## src/rtl/window_comparator.sv

```systemverilog
// Registered window comparator: single-shot EQ/GT/LT/MAX/MIN with one-cycle
// latency, plus windowed MAX/MIN/match-count over DEPTH valid samples.
module window_comparator #(
    parameter int unsigned WIDTH = 4,
    parameter int unsigned DEPTH = 4
) (
    input  logic                 clk,
    input  logic                 reset,
    input  logic                 start,
    input  logic                 in_valid,
    input  logic [2:0]           operation,
    input  logic [WIDTH-1:0]     x,
    input  logic [WIDTH-1:0]     y,
    output logic [2*WIDTH-1:0]   result,
    output logic                 out_valid,
    output logic                 busy
);

    localparam int unsigned ResW = 2 * WIDTH;
    localparam int unsigned CntW = $clog2(DEPTH + 1);

    localparam logic [2:0] OpEq     = 3'd0;
    localparam logic [2:0] OpGt     = 3'd1;
    localparam logic [2:0] OpLt     = 3'd2;
    localparam logic [2:0] OpMax    = 3'd3;
    localparam logic [2:0] OpMin    = 3'd4;
    localparam logic [2:0] OpWMax   = 3'd5;
    localparam logic [2:0] OpWMin   = 3'd6;
    localparam logic [2:0] OpWEqCnt = 3'd7;

    typedef enum logic [1:0] {StIdle, StAccum, StDone} stateT;

    stateT            stateQ;
    logic [2:0]       opQ;
    logic [ResW-1:0]  accQ;
    logic [CntW-1:0]  cntQ;

    logic [ResW-1:0]  startAcc;
    logic [ResW-1:0]  nextAcc;
    logic             lastSample;

    // Value results carry ones in the upper half to blank the high display digit.
    function automatic logic [ResW-1:0] packValue(input logic [WIDTH-1:0] v);
        return {{WIDTH{1'b1}}, v};
    endfunction

    function automatic logic [ResW-1:0] singleShot(input logic [2:0] op,
                                                   input logic [WIDTH-1:0] a,
                                                   input logic [WIDTH-1:0] b);
        case (op)
            OpEq:    return {{(ResW-1){1'b0}}, a == b};
            OpGt:    return {{(ResW-1){1'b0}}, a > b};
            OpLt:    return {{(ResW-1){1'b0}}, a < b};
            OpMax:   return packValue((a > b) ? a : b);
            OpMin:   return packValue((a < b) ? a : b);
            default: return '0;
        endcase
    endfunction

    function automatic logic [ResW-1:0] accInit(input logic [2:0] op);
        return (op == OpWMin) ? {{WIDTH{1'b0}}, {WIDTH{1'b1}}} : '0;
    endfunction

    function automatic logic [ResW-1:0] accStep(input logic [2:0] op,
                                                input logic [ResW-1:0] acc,
                                                input logic [WIDTH-1:0] a,
                                                input logic [WIDTH-1:0] b);
        case (op)
            OpWMax:   return {{WIDTH{1'b0}}, (a > acc[WIDTH-1:0]) ? a : acc[WIDTH-1:0]};
            OpWMin:   return {{WIDTH{1'b0}}, (a < acc[WIDTH-1:0]) ? a : acc[WIDTH-1:0]};
            OpWEqCnt: return acc + ResW'(a == b);
            default:  return acc;
        endcase
    endfunction

    function automatic logic [ResW-1:0] packWindow(input logic [2:0] op,
                                                   input logic [ResW-1:0] acc);
        return (op == OpWEqCnt) ? acc : packValue(acc[WIDTH-1:0]);
    endfunction

    // Accumulator candidates: first sample taken with start, and a sample while accumulating.
    always_comb begin
        startAcc   = accStep(operation, accInit(operation), x, y);
        nextAcc    = accStep(opQ, accQ, x, y);
        lastSample = (cntQ == CntW'(DEPTH - 1));
    end

    // Control FSM with registered result/out_valid/busy.
    always_ff @(posedge clk or posedge reset) begin
        if (reset) begin
            stateQ    <= StIdle;
            opQ       <= OpEq;
            accQ      <= '0;
            cntQ      <= '0;
            result    <= '0;
            out_valid <= 1'b0;
            busy      <= 1'b0;
        end else begin
            out_valid <= 1'b0;
            unique case (stateQ)
                StIdle: begin
                    if (in_valid && operation <= OpMin) begin
                        // Single-shot has priority; start is ignored for ops 0-4.
                        result    <= singleShot(operation, x, y);
                        out_valid <= 1'b1;
                    end else if (start && operation >= OpWMax) begin
                        opQ  <= operation;
                        busy <= 1'b1;
                        if (in_valid) begin
                            accQ <= startAcc;
                            cntQ <= CntW'(1);
                            if (DEPTH == 1) begin
                                stateQ    <= StDone;
                                result    <= packWindow(operation, startAcc);
                                out_valid <= 1'b1;
                            end else begin
                                stateQ <= StAccum;
                            end
                        end else begin
                            accQ   <= accInit(operation);
                            cntQ   <= '0;
                            stateQ <= StAccum;
                        end
                    end
                end
                StAccum: begin
                    // Stall on in_valid=0; no timeout.
                    if (in_valid) begin
                        accQ <= nextAcc;
                        cntQ <= cntQ + CntW'(1);
                        if (lastSample) begin
                            stateQ    <= StDone;
                            result    <= packWindow(opQ, nextAcc);
                            out_valid <= 1'b1;
                        end
                    end
                end
                StDone: begin
                    // Result was presented on entry; inputs this cycle are dropped.
                    stateQ <= StIdle;
                    busy   <= 1'b0;
                end
                default: begin
                    stateQ <= StIdle;
                    busy   <= 1'b0;
                end
            endcase
        end
    end

endmodule

```

## config.mk

```make
export PLATFORM = sky130hd
export DESIGN_NAME = window_comparator
export DESIGN_NICKNAME = d
export VERILOG_FILES = /design/src/rtl/window_comparator.sv
export SDC_FILE = /design/constraint.sdc
export NUM_CORES = 1
export LEC_CHECK = 0
export ABC_AREA = 1
export CAP_MARGIN = 10
export CORE_ASPECT_RATIO = 1.75
export CORE_MARGIN = 2
export CORE_UTILIZATION = 50
export CTS_CLUSTER_DIAMETER = 50
export DETAILED_ROUTE_END_ITERATION = 8
export HOLD_SLACK_MARGIN = 0.05
export PLACE_DENSITY = 0.74
export SYNTH_ARGS = -nofsm -noshare
export SYNTH_HDL_FRONTEND = slang
export SYNTH_SLANG_ARGS = --single-unit
```

## constraint.sdc

```tcl
create_clock -name clk -period 2.4 [get_ports clk]
set_input_delay 0.24 -clock clk [delete_from_list [all_inputs] [get_ports clk]]
set_output_delay 0.24 -clock clk [all_outputs]
set_load 0.01 [all_outputs]
```

==> impl_metrics.json, run 1 <==
{
  "status": "complete, no violations",
  "core-area_um2": 3900,
  "initial_utilization": 0.523,
  "fin_skew_ns": 0.00353,
  "viasPerCell": 5.44,
  "worstHoldPathType": "input pin to asynchronous set/reset pin",
  "dp_hpwl_um": 4300,
  "cts_buffers": 3,
  "critPathRequiredTime_ns": 2.60,
  "portBuffers": 24,
  "area_growth_pct": 24.8,
  "final-hold-violation-count": 0,
  "grt_max_degree": 27,
  "synth-seq-cells": 26,
  "antenna_found_initial": 0,
  "drive_gt1_frac": 0.129,
  "final_nets": 380,
  "cts_buffer_depth": 2,
  "fin_ws_ns": 0.142,
  "synth_cells": 306,
  "cts_setup_buffers": 0,
  "drv_slew": 0,
  "n_antenna_cell": 0,
  "drtPass1Iterations": 5,
  "routedWlPerCell_um": 13.7,
  "antenna_left": 0,
  "wl_um": 5430,
  "cap_violations": 0,
  "cellPowerDensity_nw_per_um2": 917,
  "ys_seq_area_frac": 0.319,
  "grt_pass1_wl_um": 8830,
  "power_mw": 2.34,
  "first_global_vias": 2035,
  "relSlewSlack": 0.653,
  "crit_path_start_kind": "input pin",
  "syn_avg_cell_area_um2": 6.67,
  "gp_congestion": 0.982,
  "clock-sinks": 26,
  "ctsRootBufferMaster": "clkbuf_8",
  "synth_fp_nets": 337,
  "drcViolationCount": 0,
  "yosys_warnings": 0,
  "synthDistinctLibCells": 27,
  "fmax_mhz": 443,
  "overflow": 0,
  "clkLatencyLatePin_ns": 0.27,
  "dp_slack_ns": -0.254,
  "min_period_over_period": 0.941,
  "path_clk_slew_ns": 0.09,
  "finalCriticalPeriod_ns": 2.26,
  "critPathCaptureType": "flip-flop",
  "cts_tree": "built",
  "arrival_ns": 2.46,
  "die-area_um2": 4630,
  "h-tree-depth": 1,
  "crit_type": "input pin to flip-flop",
  "rows": 30,
  "ir_worst_vdd_mv": 0.666,
  "grt_usage": 0.253,
  "boundaryPins": 25,
  "die_h_um": 88.5,
  "worstMarginPinSlew_ns": 0.516,
  "setup_viol": 0,
  "synth_area_um2": 2040,
  "die_width_um": 52.3,
  "drtIter0Drc": 70,
  "vias": 2154,
  "critPathMaxFanout": 3,
  "p_leak_nw": 1.27
}
Yosys cell counts:
cell,instances,area share
xor2_1,1,0.0043
o31ai_1,1,0.0037
o21ai_2,1,0.0043
inv_2,11,0.020
ha_1,16,0.098
nand3_1,27,0.066
dfrtp_1,26,0.32
nor3_1,3,0.0074
nor2_4,1,0.0055
nand4_1,2,0.0061
a21oi_1,26,0.064
or4_1,1,0.0037
o21bai_1,3,0.011
o21ai_0,19,0.047
o211ai_1,3,0.011
inv_1,35,0.064
buf_2,1,0.0025
a21oi_2,2,0.0086
nand2_2,1,0.0031
clkbuf_1,1,0.0018
a22o_1,1,0.0043
buf_4,1,0.0037
o22ai_1,4,0.012
nor2_1,32,0.059
nand3_2,1,0.0049
o21ai_1,11,0.027
nand2_1,75,0.14
power by group:
part | switching (mW) | internal, mW | leakage [nW] | total (mW)
clock network | 0.135 | 0.147 | 0.0288 | 0.282
registers | 0.147 | 0.601 | 0.312 | 0.748
logic | 0.777 | 0.528 | 0.926 | 1.31
total | 1.06 | 1.28 | 1.27 | 2.34
final timing paths:
check | startpoint | to | slack, ns | cells past startpoint
worst min-delay path | reset | opQ[2] | 0.31 | 3
worst min register to register | cntQ[2] | cntQ[2] | 0.49 | 2
worst max register to register | accQ[3] | accQ[1] | 0.36 | 10
worst max-delay path | y[3] | result[6] | 0.14 | 16
max in group asynchronous | reset | result[3] | 1.83 | 3
min in group clk | cntQ[2] | cntQ[2] | 0.49 | 2
placed cells by master (no fill, tap or decap):
master           count
o31ai_1              1
clkbuf_8             4
nand4_1              2
nor3_1               3
nand3_2              2
nand2_1             75
ha_1                14
ha_4                 2
o211ai_1             3
buf_4               17
o21bai_1             3
inv_2               13
a22o_1               1
o21ai_1             12
o21ai_0             18
o21ai_2              1
a21oi_2              3
or4_1                1
nor2_4               1
clkdlybuf4s50_1     24
nor2_1              32
dfrtp_1             26
nand3_1             26
a21oi_1             25
nand2_2              1
o22ai_1              3
xor2_1               1
inv_1               33
o22ai_2              1
routing by layer:
metal / GRT usage / vias to the layer above / routed length [um]
met1: 0.271 / 993 / 2130
met4: 0.142 / 0 / 191
met2: 0.475 / 46 / 2990
li1: - / 1098 / -
met3: 0.0135 / 17 / 113
met5: 0 / - / 0
layout make-up:
type,instances,area [um2]
fillers,381,1360
multi-input cells,231,1240
flip-flops and latches,26,651
repair buffers,41,368
inverters,46,173
well taps,48,60.1
clock buffers,4,55.1
repair_timing:
item                       CTS  global route
setup endpoints to repair    0             6
hold buffers                 0             0
gates resized for setup      0            10
state kept, by name, summed over array words and instances (netlist names):
register   cells
accQ           8
result         8
stateQ         2
cntQ           3
busy           1
opQ            3
out_valid      1
logic make-up (layout without fill, tap and decap cells):
group / after synthesis / count (layout) / share of synthesized area
simple gates: 143 / 143 / 0.294
compound gates: 71 / 71 / 0.193
flops: 26 / 26 / 0.319
xor+xnor: 1 / 1 / 0.00429
fa+ha+maj: 16 / 16 / 0.0981
buf+inv: 49 / 91 / 0.0926
critical path, cell delays in order:
cell and delay [ns]:
clkdlybuf4s50_1 0.47, inv_1 0.06, ha_1 0.29, nand2_1 0.06, inv_2 0.06, nand3_2 0.07, inv_2 0.07, ha_4 0.14
ha_4 0.13, nand3_1 0.09, nor2_1 0.15, nand3_1 0.10, xor2_1 0.17, a21oi_2 0.13, o21ai_1 0.07, a21oi_1 0.15
metrics by stage:
stage          instance area, um2  hold slack [ns]  cells   util  setup TNS [ns]
6_report                     2550            0.309    396  0.653               0
5_1_grt                      2550            0.340    396  0.653        -0.00401
4_1_cts                      2510            0.324    396  0.642               0
3_5_place_dp                 2450            0.471    392  0.628           -1.08
3_3_place_gp                 2450            0.464    392  0.628          -0.722
2_1_floorplan                2040            0.280    306      -               0
No activity file was read; power rests on OpenSTA's default activity.
==> inputs of run 2 (changes only) <==
Settings changed: CORE_UTILIZATION 50 to 56, CTS_CLUSTER_SIZE set to 16, PLACE_DENSITY 0.74 to 0.81.
==> impl_metrics.json, run 2 (synthesis gave the netlist of run 1 again) <==
{
  "cellPowerDensity_nw_per_um2": 907,
  "cap_violations": 0,
  "fillCellCount": 333,
  "viasPerCell": 5.60,
  "cts_buffers": 3,
  "crit_path_start_kind": "input pin",
  "swShare": 0.455,
  "reg2reg_from": "accQ[3]",
  "cts_buffer_depth": 2,
  "fin_util": 0.724,
  "final_cells": 393,
  "register_area_um2": 651,
  "path_buf_inv": 3,
  "finalCriticalPeriod_ns": 2.29,
  "fin_skew_ns": 0.00277,
  "die-area_um2": 4160,
  "initial_utilization": 0.574,
  "drtIter0Drc": 73,
  "portBuffers": 24,
  "vias": 2200,
  "mostFrequentLayoutCells": "75 x nand2_1, 33 x inv_1, 30 x nor2_1, 26 x dfrtp_1, 25 x a21oi_1",
  "multi_input_area_um2": 1270,
  "wl_um": 5470,
  "ctsRootBufferMaster": "clkbuf_8",
  "critPathCaptureType": "flip-flop",
  "min_period_over_period": 0.955,
  "p_leak_nw": 1.28,
  "worstHoldPathType": "input pin to asynchronous set/reset pin",
  "clock-sinks": 26,
  "die_width_um": 49.6,
  "drcViolationCount": 0,
  "n_antenna_cell": 0,
  "setup_viol": 0,
  "grt_pass1_wl_um": 8810,
  "final_nets": 379,
  "crit_type": "input pin to flip-flop",
  "drv_slew": 0,
  "p_clk_frac": 0.121,
  "path_clk_slew_ns": 0.09,
  "core-area_um2": 3560,
  "cts_tree": "built",
  "h-tree-depth": 1,
  "critPathMostFrequentCell": "ha_4",
  "dp_slack_ns": -0.235,
  "first_global_vias": 2028,
  "die_h_um": 83.9,
  "critPathMaxFanout": 3,
  "pwr-share-comb": 0.557,
  "overflow": 0,
  "path_cells": "clkdlybuf4s50_1, ha_4, nand2_1, inv_1, nand3_2, inv_2, ha_4, ha_4, nand3_2, nor2_2, nand3_1, xor2_1, a21oi_2, o21ai_1, a21oi_1",
  "final_common_cell": "nand2_1",
  "drtPass1Iterations": 4,
  "dp_hpwl_um": 4220,
  "grt_max_degree": 27,
  "drive_gt1_frac": 0.144,
  "ir_worst_vdd_mv": 0.767,
  "power_mw": 2.34,
  "arrival_ns": 2.49,
  "gp_congestion": 0.913,
  "status": "complete, no violations",
  "ctsHoldBuffers": 0,
  "antenna_left": 0,
  "max_stage_delay_ns": 0.49,
  "crit_slowest_cell": "clkdlybuf4s50_1",
  "grt_usage": 0.273,
  "antenna_found_initial": 0,
  "fmax_mhz": 437,
  "switchingPower_mw": 1.06,
  "ff2ff_path_depth": 10,
  "routedWlPerCell_um": 13.9,
  "path_delay_family": "buffers and inverters",
  "area_growth_pct": 26.2,
  "boundaryPins": 25,
  "clkLatencyLatePin_ns": 0.27,
  "worstMarginPinSlew_ns": 0.504,
  "rows": 29,
  "place_inst": 389,
  "rr_endpoint": "accQ[0]",
  "ff2ff_setup_slack_ns": 0.31,
  "critPathRequiredTime_ns": 2.60,
  "seq_power_share": 0.322,
  "hold_slack_ns": 0.312,
  "top_regs": "accQ: 8 flops, result: 8 flops",
  "p_int_mw": 1.27,
  "relSlewSlack": 0.664,
  "fin_ws_ns": 0.109,
  "final-hold-violation-count": 0
}
[run 2: cell type report]
| cell class | instances | area share |
|---|---|---|
| clock buffer | 4 | 0.0214 |
| inverter | 46 | 0.0671 |
| multi-input combinational | 231 | 0.495 |
| sequential | 26 | 0.253 |
| tap | 46 | 0.0224 |
| timing repair buffer | 40 | 0.142 |
[run 2: power by group through the flow]
stage	clock network (mW)	registers, mW	logic, mW
final	0.283	0.752	1.30
after global routing	0.306	0.773	1.46
after CTS	0.287	0.735	1.28
after detailed placement	0	0.745	1.28
after global placement	0	0.738	1.25
after floorplan	0	0.746	0.806
[run 2: metal layers]
| metal | track usage | wire length (um) | part of all wire |
|---|---|---|---|
| met1 | 0.282 | 1980 | 0.36 |
| met2 | 0.509 | 3030 | 0.55 |
| met3 | 0.0269 | 181 | 0.033 |
| met4 | 0.159 | 269 | 0.049 |
| met5 | 0 | 0 | 0 |
[run 2: tightest hold or removal path, delay by kind of cell]
kind,cells,cell delay (ns)
buf+inv,3,0.75
[run 2: worst max-delay path by stage]
stage                     startpoint        end  slack, ns  depth (start not counted)
final                           x[3]  result[6]       0.11                         15
after global routing            x[3]  result[6]      -0.02                         15
after CTS                       y[3]  result[6]       0.02                         16
after detailed placement        y[3]  result[6]      -0.24                         16
after floorplan                 y[3]  result[6]       0.38                         15
after global placement          y[3]  result[6]      -0.15                         16
[run 2: timing repair]
action | CTS | global route
gates resized for setup | 1 | 17
pin swaps | 0 | 4
endpoints found under the setup margin | 1 | 8
gates cloned | 0 | 0
buffers inserted | 0 | 0
[run 2: through the flow]
| stage | cell area (um2) | setup TNS (ns) |
|---|---|---|
| 2_1_floorplan | 2040 | 0 |
| 3_3_place_gp | 2440 | -0.677 |
| 3_5_place_dp | 2440 | -0.997 |
| 4_1_cts | 2500 | 0 |
| 5_1_grt | 2570 | -0.0214 |
| 6_report | 2570 | 0 |
==> inputs of run 3 (changes only) <==
Settings changed: CELL_PAD_IN_SITES_DETAIL_PLACEMENT set to 0, CELL_PAD_IN_SITES_GLOBAL_PLACEMENT set to 1, CORE_UTILIZATION 56 to 40.
==> impl_metrics.json, run 3 (synthesis gave the netlist of run 1 again) <==
{
  "grt_usage": 0.211,
  "cts_tree": "built",
  "dp_hpwl_um": 4620,
  "fin_skew_ns": 0.00690,
  "relSlewSlack": 0.659,
  "die_h_um": 98.5,
  "fmax_mhz": 445,
  "max_stage_delay_ns": 0.49,
  "rr_endpoint": "accQ[0]",
  "core-area_um2": 4930,
  "cts_setup_buffers": 0,
  "rows": 34,
  "path_clk_slew_ns": 0.09,
  "dp_slack_ns": -0.269,
  "ff2ff_setup_slack_ns": 0.36,
  "gp_congestion": 0.905,
  "drtIter0Drc": 65,
  "first_global_vias": 2078,
  "initial_utilization": 0.414,
  "grt_max_degree": 27,
  "routedWlPerCell_um": 14.2,
  "fin_ws_ns": 0.155,
  "ir_worst_vdd_mv": 0.516,
  "reg2reg_from": "accQ[3]",
  "min_period_over_period": 0.936,
  "ctsHoldBuffers": 0,
  "crit_slowest_cell": "clkdlybuf4s50_1",
  "antenna_found_initial": 0,
  "n_antenna_cell": 0,
  "clkLatencyLatePin_ns": 0.27,
  "setup_viol": 0,
  "critPathCaptureType": "flip-flop",
  "p_leak_nw": 1.27,
  "area_growth_pct": 26.7,
  "worstMarginPinSlew_ns": 0.512,
  "die_width_um": 58.0,
  "drtPass1Iterations": 4,
  "clock-sinks": 26,
  "setup.worst_path.end": "accQ[0]",
  "finalCriticalPeriod_ns": 2.25,
  "cellPowerDensity_nw_per_um2": 906,
  "ff2ff_path_depth": 10,
  "boundaryPins": 25,
  "cts_buffers": 3,
  "final-hold-violation-count": 0,
  "path_cells": "clkdlybuf4s50_1, inv_2, ha_4, nand2_1, inv_2, nand3_2, buf_4, ha_1, or4_1, nand3_1, nand2_1, nand2_1, nand2_1, a21oi_2",
  "critPathMaxFanout": 3,
  "crit_type": "input pin to flip-flop",
  "drcViolationCount": 0,
  "portBuffers": 24,
  "path_buf_inv": 4,
  "die-area_um2": 5710,
  "status": "complete, no violations",
  "cap_violations": 0,
  "final_cells": 403,
  "final_nets": 381,
  "path_delay_family": "simple AND/OR/NAND/NOR gates",
  "overflow": 0,
  "cts_buffer_depth": 2,
  "worstHoldPathType": "input pin to asynchronous set/reset pin",
  "mostFrequentLayoutCells": "75 x nand2_1, 32 x inv_1, 30 x nor2_1, 26 x dfrtp_1",
  "ctsRootBufferMaster": "clkbuf_8",
  "h-tree-depth": 1,
  "critPathRequiredTime_ns": 2.60,
  "drv_slew": 0,
  "critical_path_cell_count": 14,
  "antenna_left": 0,
  "grt_pass1_wl_um": 9400,
  "vias": 2121,
  "arrival_ns": 2.45,
  "crit_path_start_kind": "input pin",
  "crit_start": "y[3]",
  "critPathMostFrequentCell": "nand2_1",
  "viasPerCell": 5.26,
  "place_inst": 399,
  "fin_util": 0.524,
  "final_common_cell": "nand2_1",
  "top_regs": "accQ: 8 flops, result: 8 flops",
  "wl_um": 5710,
  "drive_gt1_frac": 0.146
}
==> run 3: worst min path at each step <==
stage | startpoint | endpoint | cells past startpoint
floorplan | reset | accQ[0] | 1
global placement | cntQ[2] | cntQ[2] | 2
detailed placement | cntQ[2] | cntQ[2] | 2
CTS | reset | busy | 3
global route | reset | busy | 3
finish | reset | accQ[4] | 3
==> run 3: layout make-up <==
class / count / area [um2]
fill: 518 / 2350
multi-input combinational: 231 / 1260
sequential: 26 / 651
timing repair buffer: 42 / 375
inverter: 46 / 173
tap: 54 / 67.6
clock buffer: 4 / 55.1
==> run 3: worst min-delay path: stages <==
cell and delay [ns]:
clkdlybuf4s50_1 0.40, inv_1 0.05, buf_4 0.31
==> run 3: power by group <==
group | switching (mW) | internal, mW | total (mW)
clock network | 0.135 | 0.147 | 0.282
registers | 0.150 | 0.601 | 0.751
logic | 0.782 | 0.528 | 1.31
==> run 3: metrics by stage <==
step           area (um2)  total power [mW]  TNS [ns]  hold slack (ns)
6_report             2580              2.34         0            0.321
5_1_grt              2580              2.56   -0.0169            0.378
4_1_cts              2520              2.34         0            0.330
3_5_place_dp         2470              2.05     -1.31            0.478
3_3_place_gp         2470              2.03    -0.985            0.464
2_1_floorplan        2040              1.55         0            0.280
==> run 3: layer usage <==
| layer | share of wire | vias up | global-route usage |
|---|---|---|---|
| li1 | - | 1097 | - |
| met1 | 0.39 | 979 | 0.220 |
| met2 | 0.57 | 31 | 0.418 |
| met3 | 0.017 | 14 | 0.0118 |
| met4 | 0.023 | 0 | 0.0769 |
| met5 | 0 | - | 0 |
==> run 3: timing repair <==
item	CTS	global route
resized for setup	0	17
hold endpoints to repair	0	0
setup endpoints to repair	0	10
